===== src/rtl/i_prefetch_sequencer.sv =====
`default_nettype none
// ============================================================================
// Module      : i_prefetch_sequencer
// Description : Arbitrates the instruction-side AXI read channel between
//               I-cache demand refills and sequential next-line prefetches
//               into the stream buffer. After each demand refill, up to
//               PF_DEPTH following lines are prefetched. A redirect (sb_flush)
//               drops the stream, but an outstanding burst is always drained.
// Revision    : 1.0 - initial release
// ============================================================================
module i_prefetch_sequencer #(
    parameter int ADDR_WIDTH = 32,
    parameter int DATA_WIDTH = 32,
    parameter int BURST_LEN  = 4,
    parameter int PF_DEPTH   = 2
) (
    input  logic                  clk,
    input  logic                  rst,
    input  logic                  ic_req_valid,
    input  logic [ADDR_WIDTH-1:0] ic_req_addr,
    output logic                  ic_req_ready,
    output logic                  ic_rdata_valid,
    output logic [DATA_WIDTH-1:0] ic_rdata,
    output logic                  ic_rdata_last,
    input  logic                  sb_full,
    input  logic                  sb_flush,
    output logic                  sb_fill_valid,
    output logic [ADDR_WIDTH-1:0] sb_fill_addr,
    output logic [DATA_WIDTH-1:0] sb_fill_data,
    output logic                  sb_fill_last,
    output logic                  mem_arvalid,
    output logic [ADDR_WIDTH-1:0] mem_araddr,
    input  logic                  mem_arready,
    input  logic                  mem_rvalid,
    input  logic [DATA_WIDTH-1:0] mem_rdata,
    input  logic                  mem_rlast,
    output logic                  mem_rready
);

    localparam int c_BEAT_W     = (BURST_LEN > 1) ? $clog2(BURST_LEN) : 1;
    localparam int c_BYTE_SHIFT = $clog2(DATA_WIDTH / 8);

    localparam logic [ADDR_WIDTH-1:0] c_LINE_BYTES = ADDR_WIDTH'(BURST_LEN * DATA_WIDTH / 8);
    localparam logic [c_BEAT_W-1:0]   c_BEAT_ONE   = c_BEAT_W'(1);
    localparam logic [2:0]            c_PF_DEPTH   = 3'(PF_DEPTH);

    localparam logic [2:0] c_ST_IDLE     = 3'd0;
    localparam logic [2:0] c_ST_DEM_ADDR = 3'd1;
    localparam logic [2:0] c_ST_DEM_DATA = 3'd2;
    localparam logic [2:0] c_ST_PF_ADDR  = 3'd3;
    localparam logic [2:0] c_ST_PF_DATA  = 3'd4;
    localparam logic [2:0] c_ST_PF_DRAIN = 3'd5;

    logic [2:0]            r_state;
    logic [ADDR_WIDTH-1:0] r_cur_addr;
    logic [ADDR_WIDTH-1:0] r_pf_next_addr;
    logic [2:0]            r_pf_remaining;
    logic [c_BEAT_W-1:0]   r_beat_cnt;
    // Set while draining a flushed prefetch whose address was not yet accepted
    logic                  r_drain_addr;

    logic w_beat;
    logic w_last;
    logic w_fill;
    logic [ADDR_WIDTH-1:0] w_beat_off;

    assign w_beat     = mem_rvalid && mem_rready;
    assign w_last     = w_beat && mem_rlast;
    assign w_beat_off = ADDR_WIDTH'(r_beat_cnt) << c_BYTE_SHIFT;

    // Sequencer state machine and address/prefetch bookkeeping
    always_ff @(posedge clk) begin
        if (rst) begin
            r_state        <= c_ST_IDLE;
            r_cur_addr     <= '0;
            r_pf_next_addr <= '0;
            r_pf_remaining <= 3'd0;
            r_beat_cnt     <= '0;
            r_drain_addr   <= 1'b0;
        end else begin
            // A redirect kills the remaining prefetch budget; later
            // assignments in this block (demand reload) take precedence.
            if (sb_flush) begin
                r_pf_remaining <= 3'd0;
            end

            case (r_state)
                c_ST_IDLE: begin
                    if (ic_req_valid) begin
                        r_cur_addr <= ic_req_addr;
                        r_state    <= c_ST_DEM_ADDR;
                    end else if ((r_pf_remaining != 3'd0) && !sb_full && !sb_flush) begin
                        r_cur_addr <= r_pf_next_addr;
                        r_state    <= c_ST_PF_ADDR;
                    end
                end

                c_ST_DEM_ADDR: begin
                    if (mem_arready) begin
                        r_beat_cnt <= '0;
                        r_state    <= c_ST_DEM_DATA;
                    end
                end

                c_ST_PF_ADDR: begin
                    if (sb_flush) begin
                        // Address still pending unless it is accepted this cycle
                        r_drain_addr <= !mem_arready;
                        r_beat_cnt   <= '0;
                        r_state      <= c_ST_PF_DRAIN;
                    end else if (mem_arready) begin
                        r_beat_cnt <= '0;
                        r_state    <= c_ST_PF_DATA;
                    end
                end

                c_ST_DEM_DATA: begin
                    if (w_beat) begin
                        r_beat_cnt <= r_beat_cnt + c_BEAT_ONE;
                    end
                    if (w_last) begin
                        // New stream starts after the demand line, overriding a flush
                        r_pf_next_addr <= r_cur_addr + c_LINE_BYTES;
                        r_pf_remaining <= c_PF_DEPTH;
                        r_state        <= c_ST_IDLE;
                    end
                end

                c_ST_PF_DATA: begin
                    if (w_beat) begin
                        r_beat_cnt <= r_beat_cnt + c_BEAT_ONE;
                    end
                    if (w_last) begin
                        r_pf_next_addr <= r_pf_next_addr + c_LINE_BYTES;
                        if (!sb_flush) begin
                            r_pf_remaining <= r_pf_remaining - 3'd1;
                        end
                        r_state <= c_ST_IDLE;
                    end else if (sb_flush) begin
                        r_drain_addr <= 1'b0;
                        r_state      <= c_ST_PF_DRAIN;
                    end
                end

                c_ST_PF_DRAIN: begin
                    if (r_drain_addr) begin
                        if (mem_arready) begin
                            r_drain_addr <= 1'b0;
                        end
                    end else if (w_last) begin
                        r_state <= c_ST_IDLE;
                    end
                end

                default: begin
                    r_state <= c_ST_IDLE;
                end
            endcase
        end
    end

    // Channel-control outputs decode registered state only
    assign ic_req_ready = (r_state == c_ST_IDLE);
    assign mem_arvalid  = (r_state == c_ST_DEM_ADDR) || (r_state == c_ST_PF_ADDR) ||
                          ((r_state == c_ST_PF_DRAIN) && r_drain_addr);
    assign mem_araddr   = mem_arvalid ? r_cur_addr : '0;
    assign mem_rready   = (r_state == c_ST_DEM_DATA) || (r_state == c_ST_PF_DATA) ||
                          ((r_state == c_ST_PF_DRAIN) && !r_drain_addr);

    // Read data is steered combinationally to the demand or prefetch consumer
    assign ic_rdata_valid = (r_state == c_ST_DEM_DATA) && mem_rvalid;
    assign ic_rdata       = ic_rdata_valid ? mem_rdata : '0;
    assign ic_rdata_last  = ic_rdata_valid && mem_rlast;

    // A flush in the same cycle already hides the beat from the stream buffer
    assign w_fill        = (r_state == c_ST_PF_DATA) && mem_rvalid && !sb_flush;
    assign sb_fill_valid = w_fill;
    assign sb_fill_addr  = w_fill ? (r_cur_addr + w_beat_off) : '0;
    assign sb_fill_data  = w_fill ? mem_rdata : '0;
    assign sb_fill_last  = w_fill && mem_rlast;

endmodule
`default_nettype wire


===== config.mk =====
export PLATFORM = sky130hd
export DESIGN_NAME = i_prefetch_sequencer
export DESIGN_NICKNAME = d
export VERILOG_FILES = /design/src/rtl/i_prefetch_sequencer.sv
export SDC_FILE = /design/constraint.sdc
export NUM_CORES = 1
export LEC_CHECK = 0
export CAP_MARGIN = 30
export CORE_MARGIN = 2
export CORE_UTILIZATION = 45
export DETAILED_ROUTE_END_ITERATION = 8
export GPL_ROUTABILITY_DRIVEN = 1
export HOLD_SLACK_MARGIN = 0.08
export PLACE_DENSITY = 0.79
export SETUP_SLACK_MARGIN = 0.4
export SYNTH_ARGS = -nofsm -noshare
export SYNTH_HDL_FRONTEND = slang
export SYNTH_SLANG_ARGS = --single-unit

===== constraint.sdc =====
create_clock -name clk -period 3.5 [get_ports clk]
set_input_delay 0.525 -clock clk [delete_from_list [all_inputs] [get_ports clk]]
set_output_delay 0.525 -clock clk [all_outputs]
set_load 0.02 [all_outputs]

# == Yosys cells after proc, flatten, opt, wreduce, memory -nomap -nowiden ==
# Index checks and enable logic that the tools add are counted.
# totals
register_bits,73
latch_bits,0
ramBits,0
mem_bits_ro,0
output_inout_bits,135
wordCells,92
memories,0
# op_classes
addsub,5
mul,0
n_div,0
magnitude_cmp,0
eq_ne,16
shifts,0
muxes,34
bitwise_logic,0
n_reduce_logical,31
# ops
operator,n
2-to-1 mux 32 bit,8
adder 32 x 5 -> 32 bit (second input constant),2
one-hot mux 32 bit (2 select lines),1
2-to-1 mux 3 bit,13
adder 32 x 4 -> 32 bit,1
one-hot mux 3 bit (6 select lines),1
!= test 2 bit (second input constant),7
logical AND 1 bit,11
nonzero test 3 bit,3
equality test 3 x 2 -> 1 bit (second input constant),2
equality test 3 bit (second input constant),2
2-to-1 mux 2 bit,3
!= test 3 bit (second input constant),2
one-hot mux 2 bit (3 select lines),1
one-hot mux 3 bit (2 select lines),1
2-to-1 mux 1 bit,5
AND reduction 5 bit,1
zero test 1 bit,4
logical OR 1 bit,4
AND reduction 2 bit,2
AND reduction 4 bit,1
nonzero test 2 bit,2
equality test 3 x 1 -> 1 bit (second input constant),1
zero test 3 bit,1
7 further kinds,7

# == Depth between registers and ports, before layout ==
# Gate-level depths: netlist (run 1).
# depth
word_depth,8
depth_mapped,14
mapped_depth_nobuf,8

# == Least setup slack after synthesis (run 1) ==
# No wires, ideal clock.
# synth_path
path_type,reg-to-reg
start,reg r_state[2]
end,reg r_pf_next_addr[12]
setup_time_ns,0.070
arrival_time_ns,2.703
t_required_ns,3.430
slack_ns,0.727
stages_incl_launch_ff,15
path_cell_list,dfxtp_1 -> buf_4 -> or3b_1 -> buf_6 -> clkbuf_1 -> clkbuf_1 -> buf_2 -> nand2_1 -> nand2_1 -> ha_1 -> clkbuf_1 -> nand4_1 -> a21oi_1 -> o221ai_1 -> a21oi_1
# synth_via
elab_chain_len,7
# synth_lines
item,line_no,text
start: declaration,54,logic [2:0] r_state;
start signal: assignment,74,r_state <= c_ST_IDLE;
start signal: assignment,91,r_state <= c_ST_DEM_ADDR;
start signal: assignment,94,r_state <= c_ST_PF_ADDR;
"equality test 3 x 2 -> 1 bit, or another cell as far along","87, 167",
logical OR 1 bit / logical AND 1 bit (equally long branches),"167, 168",
logical OR 1 bit,167,assign mem_rready = (r_state == c_ST_DEM_DATA) || (r_state == c_ST_PF_DATA) ||
logical AND 1 bit,67,assign w_beat = mem_rvalid && mem_rready;
logical AND 1 bit,68,assign w_last = w_beat && mem_rlast;
!= test 2 bit (no line),--,
AND reduction 3 bit (no line),--,
end signal: assignment,123,r_pf_next_addr <= r_cur_addr + c_LINE_BYTES;
end signal: assignment,134,r_pf_next_addr <= r_pf_next_addr + c_LINE_BYTES;
end: declaration,56,logic [ADDR_WIDTH-1:0] r_pf_next_addr;
# Several ways; a longest one is shown, not always the timed one.
# A chain may end at the register's enable or synchronous reset.

# == Final worst setup path (run 1) ==
# layout_path
start,reg r_cur_addr[9]
end,out sb_fill_addr[21]
# layout_via
elab_chain_len,2
# layout_lines
item,line_no,text
start: declaration,55,logic [ADDR_WIDTH-1:0] r_cur_addr;
start signal: assignment,90,r_cur_addr <= ic_req_addr;
start signal: assignment,93,r_cur_addr <= r_pf_next_addr;
adder 32 x 4 -> 32 bit,178,assign sb_fill_addr = w_fill ? (r_cur_addr + w_beat_off) : '0;
2-to-1 mux 32 bit,178,
end: declaration,28,"output logic [ADDR_WIDTH-1:0] sb_fill_addr,"
# No other way between the ends.

==> results of run 1 <==
final cells by class:
cell class | instances | area [sq um]
fillers | 1165 | 4530
multi-input cells | 686 | 4440
repair buffers | 243 | 2350
flip-flops and latches | 73 | 1480
clock buffers | 10 | 229
well taps | 176 | 220
clock inverters | 6 | 67.6
inverters | 11 | 41.3
timing repair:
action                                  CTS  global route
pin swaps                                 1             0
setup buffers                             2             0
resized for setup                        25            16
endpoints found under the setup margin   21            75
worst paths after layout:
| check | depth (start not counted) | slack, ns | from | end |
|---|---|---|---|---|
| setup / recovery | 9 | 0.41 | r_cur_addr[9]$_SDFFE_PP0P_ | sb_fill_addr[21] |
| hold / removal | 2 | 0.45 | r_pf_remaining[0]$_SDFF_PP0_ | r_pf_remaining[0]$_SDFF_PP0_ |
| setup reg to reg | 6 | 0.79 | r_state[1]$_SDFFE_PP0P_ | r_pf_next_addr[13]$_SDFFE_PP0P_ |
| hold reg to reg | 2 | 0.45 | r_pf_remaining[0]$_SDFF_PP0_ | r_pf_remaining[0]$_SDFF_PP0_ |
cells in the mapped netlist, types with 16 or more instances:
cell      count
and2_1      104
nor2_1       88
dfxtp_1      73
nand2_1      68
clkbuf_1     62
mux2i_1      47
a21oi_1      39
a211oi_1     37
nand3_1      36
nand4_1      29
o21ai_0      29
xor2_1       22
nor3_1       21
and3_1       17
buf_2        16
sequential cells by signal, indices dropped and copies added, names as in the netlist:
name            count
r_pf_remaining      3
r_drain_addr        1
r_state             3
r_beat_cnt          2
r_cur_addr         32
r_pf_next_addr     32
metrics by stage:
stage	instance area, sq um	utilization, %
3_5_place_dp	8430	63.2
5_1_grt	8820	66.1
3_3_place_gp	8430	63.2
6_report	8820	66.1
4_1_cts	8790	65.8
2_1_floorplan	6220	-
per-layer routing:
metal	part of all wire, %	up-vias	track usage, %	routed length (um)
li1	-	3413	-	-
met4	1.3	2	6.32	276
met2	46	300	45.3	9910
met3	7.5	37	4.92	1590
met1	45	3269	39.2	9590
met5	0.033	-	0	7
power breakdown:
group          leakage, nW  switching, mW  internal, mW  total, mW
clock                0.139          0.389         0.555      0.944
sequential           0.600          0.323          1.00       1.33
combinational         2.54          0.932         0.759       1.69
cells by family after synthesis:
family | count (synthesis)
muxes | 53
and+or+nand+nor | 421
adders and majority gates | 6
AOI/OAI and AO/OA | 176
buffers and inverters | 101
DFF | 73
xor gates and xnor gates | 30
worst reg2reg max path: cells and delay by family (launching register included):
| family | cells | cell delay, ns |
|---|---|---|
| and+or+nand+nor | 2 | 1.18 |
| DFF | 1 | 0.45 |
| muxes | 1 | 0.36 |
| AOI/OAI and AO/OA | 2 | 0.35 |
| buffers and inverters | 1 | 0.30 |
==> key figures, run 1 <==
Status
  • Status: finished, final reports clean

Yosys
  • Post-synthesis mux area share: 8.65%
  • Simple-gate share of the synthesized area: 36.6%
  • Sequential area share after synthesis: 23.5%
  • Async SR Flop Fraction: 0%
  • Adder-cell area share of the yosys netlist: 1.33%
  • Synth top area share: 23.5%
  • Synth warnings: 0
  • Syn Inst Count: 860
  • Top cells by area in the synthesized netlist: dfxtp_1, and2_1, mux2i_1
  • Synth Area in Compound Gates: 19.0%
  • Post-synth cell types: 72
  • Synth area leader: dfxtp_1
  • Syn avg cell area: 7.23 sq um
  • Xor/xnor share of the synthesized area: 4.22%
  • Syn_nets: 938
  • Netlist Area Pre-Place: 0.00622 sq mm
  • Synth Register Bits: 73
  • Primary FF master, synth: dfxtp_1
  • Post-synth EDFFs: 0
  • Main combinational cell family by area after synthesis: simple AND/OR/NAND/NOR gates

Die
  • Io pins: 207
  • Die Y-Extent: 122 um
  • Rows: 42
  • Core area: 0.0133 sq mm
  • Die Footprint: 0.0148 sq mm
  • Initial core utilization: 46.6%
  • Die Wd: 122 um

Pwr
  • Pleak: 3.28 nW
  • Maximum VDD drop: 0.275 mV
  • Power density over the cells: 449 mW/mm^2
  • Power Total: 3.96 mW

GRT
  • Largest net degree at the start of global routing: 50
  • Vias in the first global route: 6291
  • GRT Residual Overflow: 0
  • Tot GR Track Use: 28.0%
  • Initial antenna violation count: 1
  • First-pass GRT wire length: 33.2 mm

Critical path
  • CP top delay family: buffers and inverters
  • Critical Path Max Stage Delay: 0.61 ns
  • CP most frequent cell: buf_4
  • CP Max Fanout: 11
  • Slowest CP cell: clkdlybuf4s50_1
  • WP data arrival: 2.57 ns
  • Crit path kind: flop to output pin
  • CP Capture Type: output pin
  • Critical Path RT: 2.97 ns
  • WP buf/inv: 4
  • Startpoint type of the worst setup path: flop
  • CP Cell Sequence: buf_4 > nand3_1 > buf_4 > nor4_2 > buf_4 > nand2_1 > xor2_1 > nor2_1 > clkdlybuf4s50_1

Min path
  • Worst Hold Class: flop to flop

Routing
  • DRT antenna net count: 0
  • Number of detailed-route iterations in the first pass: 5
  • Residual DRC: 0
  • Via Count: 7021
  • Drt wl/cell: 17.7 um
  • Avg Vias per Cell: 5.83
  • Initial drt markers: 742
  • Final WL: 21.4 mm

Timing
  • Max Slew Vio Count: 0
  • Min Hold Slack: 0.451 ns
  • Final Critical Period: 3.09 ns
  • Tcrit/Tclk final: 88.3%
  • Worst slew pin tran: 0.734 ns
  • FMAX: 323 MHz
  • Final Setup Violations: 0
  • Final setup margin: 0.408 ns
  • Worst slew margin: 50.7%
  • Layout Skew: 0.00852 ns
  • Unrepaired setup endpoints after global routing: yes
  • Post-route setup TNS: 0 ns
  • Final hold violation count: 0

Clock network
  • CTS max path bufs: 2
  • Num CTS Buffers: 9
  • CTS Root Cell: clkbuf_16
  • Skew-Pair Late Insertion Delay: 0.34 ns
  • CTS Hold Bufs: 0
  • Reg clk slew, reported paths: 0.06 ns
  • CTS tree: yes
  • H-tree depth: 3
  • Clock Sinks: 73

Placed design
  • Dpl ws: 0.473 ns
  • Post-DP HPWL: 15.2 mm
  • GPL Wtd Cong: 0.957
  • Placed Cells: 1187
  • # port buffers: 206

Finish
  • Post-layout nets: 1102
  • Non-filler instance count after layout: 1205
  • Most frequent cells in the layout: clkdlybuf4s50_1, and2_1, nor2_1
  • Share of layout cells above drive strength 1: 8.84%
  • Most common cell after layout, fill and taps aside: clkdlybuf4s50_1
  • Antenna Cells: 0
  • Syn-to-layout area delta: 41.8%

Job
  • Maxcap violations: 0
No activity file was read; power rests on OpenSTA's default activity.
==> run 2: changes to the inputs <==
--- a/config.mk
+++ b/config.mk
@@ -11,7 +11,7 @@
 export DETAILED_ROUTE_END_ITERATION = 8
 export GPL_ROUTABILITY_DRIVEN = 1
 export HOLD_SLACK_MARGIN = 0.08
-export PLACE_DENSITY = 0.79
+export PLACE_DENSITY_LB_ADDON = 0.12
 export SETUP_SLACK_MARGIN = 0.4
 export SYNTH_ARGS = -nofsm -noshare
 export SYNTH_HDL_FRONTEND = slang
==> run 2 against run 1 <==
  * Non-clock buffer count rose by 6
  * Clock skew fell by 0.0034 ns
  * Worst setup slack improved by 0.091 ns
  * Register-to-register slack got worse by 0.10 ns
  * Sequential power fell by 3%
  * Global-route usage rose by 0.90 points
  * Final cell count rose by 0.41%
==> key figures, run 2 (synthesis results as in run 1) <==
Status
  • Status: finished, final reports clean

Die
  • Core area: 0.0133 sq mm
  • Die Footprint: 0.0148 sq mm
  • Die Y-Extent: 122 um
  • Rows: 42
  • Initial core utilization: 46.6%
  • Io pins: 207
  • Die Wd: 122 um

Critical path
  • CP Capture Type: output pin
  • Worst R2R End: r_pf_next_addr[18]$_SDFFE_PP0P_
  • R2R depth: 9
  • Crit path kind: flop to output pin
  • Startpoint type of the worst setup path: flop
  • R2R Path Start: r_state[0]$_SDFFE_PP0P_
  • Critical Path RT: 2.97 ns
  • WP data arrival: 2.48 ns
  • CP Max Fanout: 5
  • Flop2flop setup slack: 0.69 ns

Finish
  • Most common cell after layout, fill and taps aside: clkdlybuf4s50_1
  • Post-layout nets: 1108
  • Fin area: 0.00886 sq mm
  • Filler cells: 1231
  • Syn-to-layout area delta: 42.5%
  • Share of layout cells above drive strength 1: 8.80%
  • Top flop regs: r_cur_addr (32), r_pf_next_addr (32)
  • Antenna Cells: 0
  • Most frequent cells in the layout: clkdlybuf4s50_1, and2_1, nor2_1

Clock network
  • CTS Root Cell: clkbuf_16
  • Num CTS Buffers: 9
  • Reg clk slew, reported paths: 0.06 ns
  • Clock Sinks: 73
  • CTS tree: yes
  • H-tree depth: 3
  • CTS Hold Bufs: 0
  • Skew-Pair Late Insertion Delay: 0.34 ns
  • CTS max path bufs: 2

Timing
  • Final Setup Violations: 0
  • Min Hold Slack: 0.454 ns
  • Layout Skew: 0.00508 ns
  • Final hold violation count: 0
  • FMAX: 333 MHz
  • Final Critical Period: 3.00 ns
  • Unrepaired setup endpoints after global routing: yes
  • Tcrit/Tclk final: 85.7%
  • Worst slew pin tran: 0.811 ns
  • Worst slew margin: 45.9%
  • Post-route setup TNS: 0 ns
  • Max Slew Vio Count: 0

Pwr
  • Power density over the cells: 453 mW/mm^2
  • Maximum VDD drop: 0.298 mV
  • Pleak: 3.35 nW

GRT
  • Largest net degree at the start of global routing: 50
  • Initial antenna violation count: 0
  • GRT Residual Overflow: 0
  • Vias in the first global route: 6354
  • Tot GR Track Use: 28.9%
  • First-pass GRT wire length: 34.2 mm

Routing
  • Number of detailed-route iterations in the first pass: 5
  • Final WL: 21.8 mm
  • Via Count: 7031
  • DRT antenna net count: 0
  • Initial drt markers: 645
  • Residual DRC: 0
  • Avg Vias per Cell: 5.81
  • Drt wl/cell: 18.0 um

Placed design
  • DP Area: 0.00848 sq mm
  • # port buffers: 206
  • GPL Wtd Cong: 0.897
  • Post-DP HPWL: 15.6 mm

Min path
  • Worst Hold Depth: 2
  • Endpoint, Worst Hold: r_pf_remaining[0]$_SDFF_PP0_
  • Worst Hold Class: flop to flop
  • HP Start: r_pf_remaining[0]$_SDFF_PP0_

Job
  • Maxcap violations: 0
## run 2: cell types whose count changed in the layout (fill, tap and decap cells not counted), moves of 2 or more
cell	delta
a21oi_2	-2
clkinvlp_4	-2
clkbuf_8	+2
dlygate4sd2_1	-2
dlymetal6s2s_1	+2
dfxtp_2	-3
dfxtp_1	+3
buf_4	+6
nor3_2	-2
## run 2: critical path: stages, from the launching register on
cell             delay [ns]
dfxtp_1                0.39
ha_1                   0.21
fa_1                   0.23
nand3_2                0.19
nor3_1                 0.33
xnor2_1                0.10
nor2_1                 0.08
clkdlybuf4s50_1        0.60
## run 2: how the worst max path moves through the flow
stage / from / end / depth (start not counted)
6_report: r_beat_cnt[0]$_SDFFE_PP0P_ / sb_fill_addr[10] / 7
5_1_grt: r_beat_cnt[0]$_SDFFE_PP0P_ / sb_fill_addr[10] / 7
4_1_cts: r_beat_cnt[0]$_SDFFE_PP0P_ / sb_fill_addr[18] / 8
3_5_place_dp: r_beat_cnt[0]$_SDFFE_PP0P_ / sb_fill_addr[20] / 8
3_3_place_gp: r_beat_cnt[0]$_SDFFE_PP0P_ / sb_fill_addr[18] / 8
2_1_floorplan: r_state[2]$_SDFFE_PP0P_ / r_pf_next_addr[12]$_SDFFE_PP0P_ / 14
## run 2: what timing repair did
action	in CTS	in global routing
pin swaps	1	1
setup buffers	1	2
resized for setup	23	12
endpoints found under the setup margin	41	25
## run 2: power by group
group	switching [mW]	leakage (nW)	internal [mW]
Combinational	0.982	2.60	0.789
Sequential	0.292	0.599	1.00
Clock	0.362	0.148	0.585
Total	1.64	3.35	2.38
## run 2: layout make-up
class | count | area, sq um | area share (%)
timing repair buffer | 249 | 2410 | 27.2
sequential | 73 | 1470 | 16.6
multi-input combinational | 686 | 4420 | 49.9
inverter | 11 | 41.3 | 0.466
clock inverter | 3 | 40.0 | 0.452
clock buffer | 12 | 256 | 2.89
tap | 176 | 220 | 2.48
## run 2: per-stage QoR
stage	utilization, %	std cells	power (mW)	worst slack, ns
after floorplan	-	860	2.32	0.727
after global placement	63.5	1192	3.01	0.574
after detailed placement	63.5	1192	3.04	0.508
after CTS	66.1	1208	4.00	0.322
after global routing	66.4	1210	4.25	0.368
final	66.4	1210	4.01	0.499
## run 2: metal layers
layer	up-vias	global-route usage (%)	routed length, um
li1	3410	-	-
met1	3277	38.1	9370
met2	310	47.8	10400
met3	34	6.32	1690
met4	0	8.33	403
met5	-	0	0
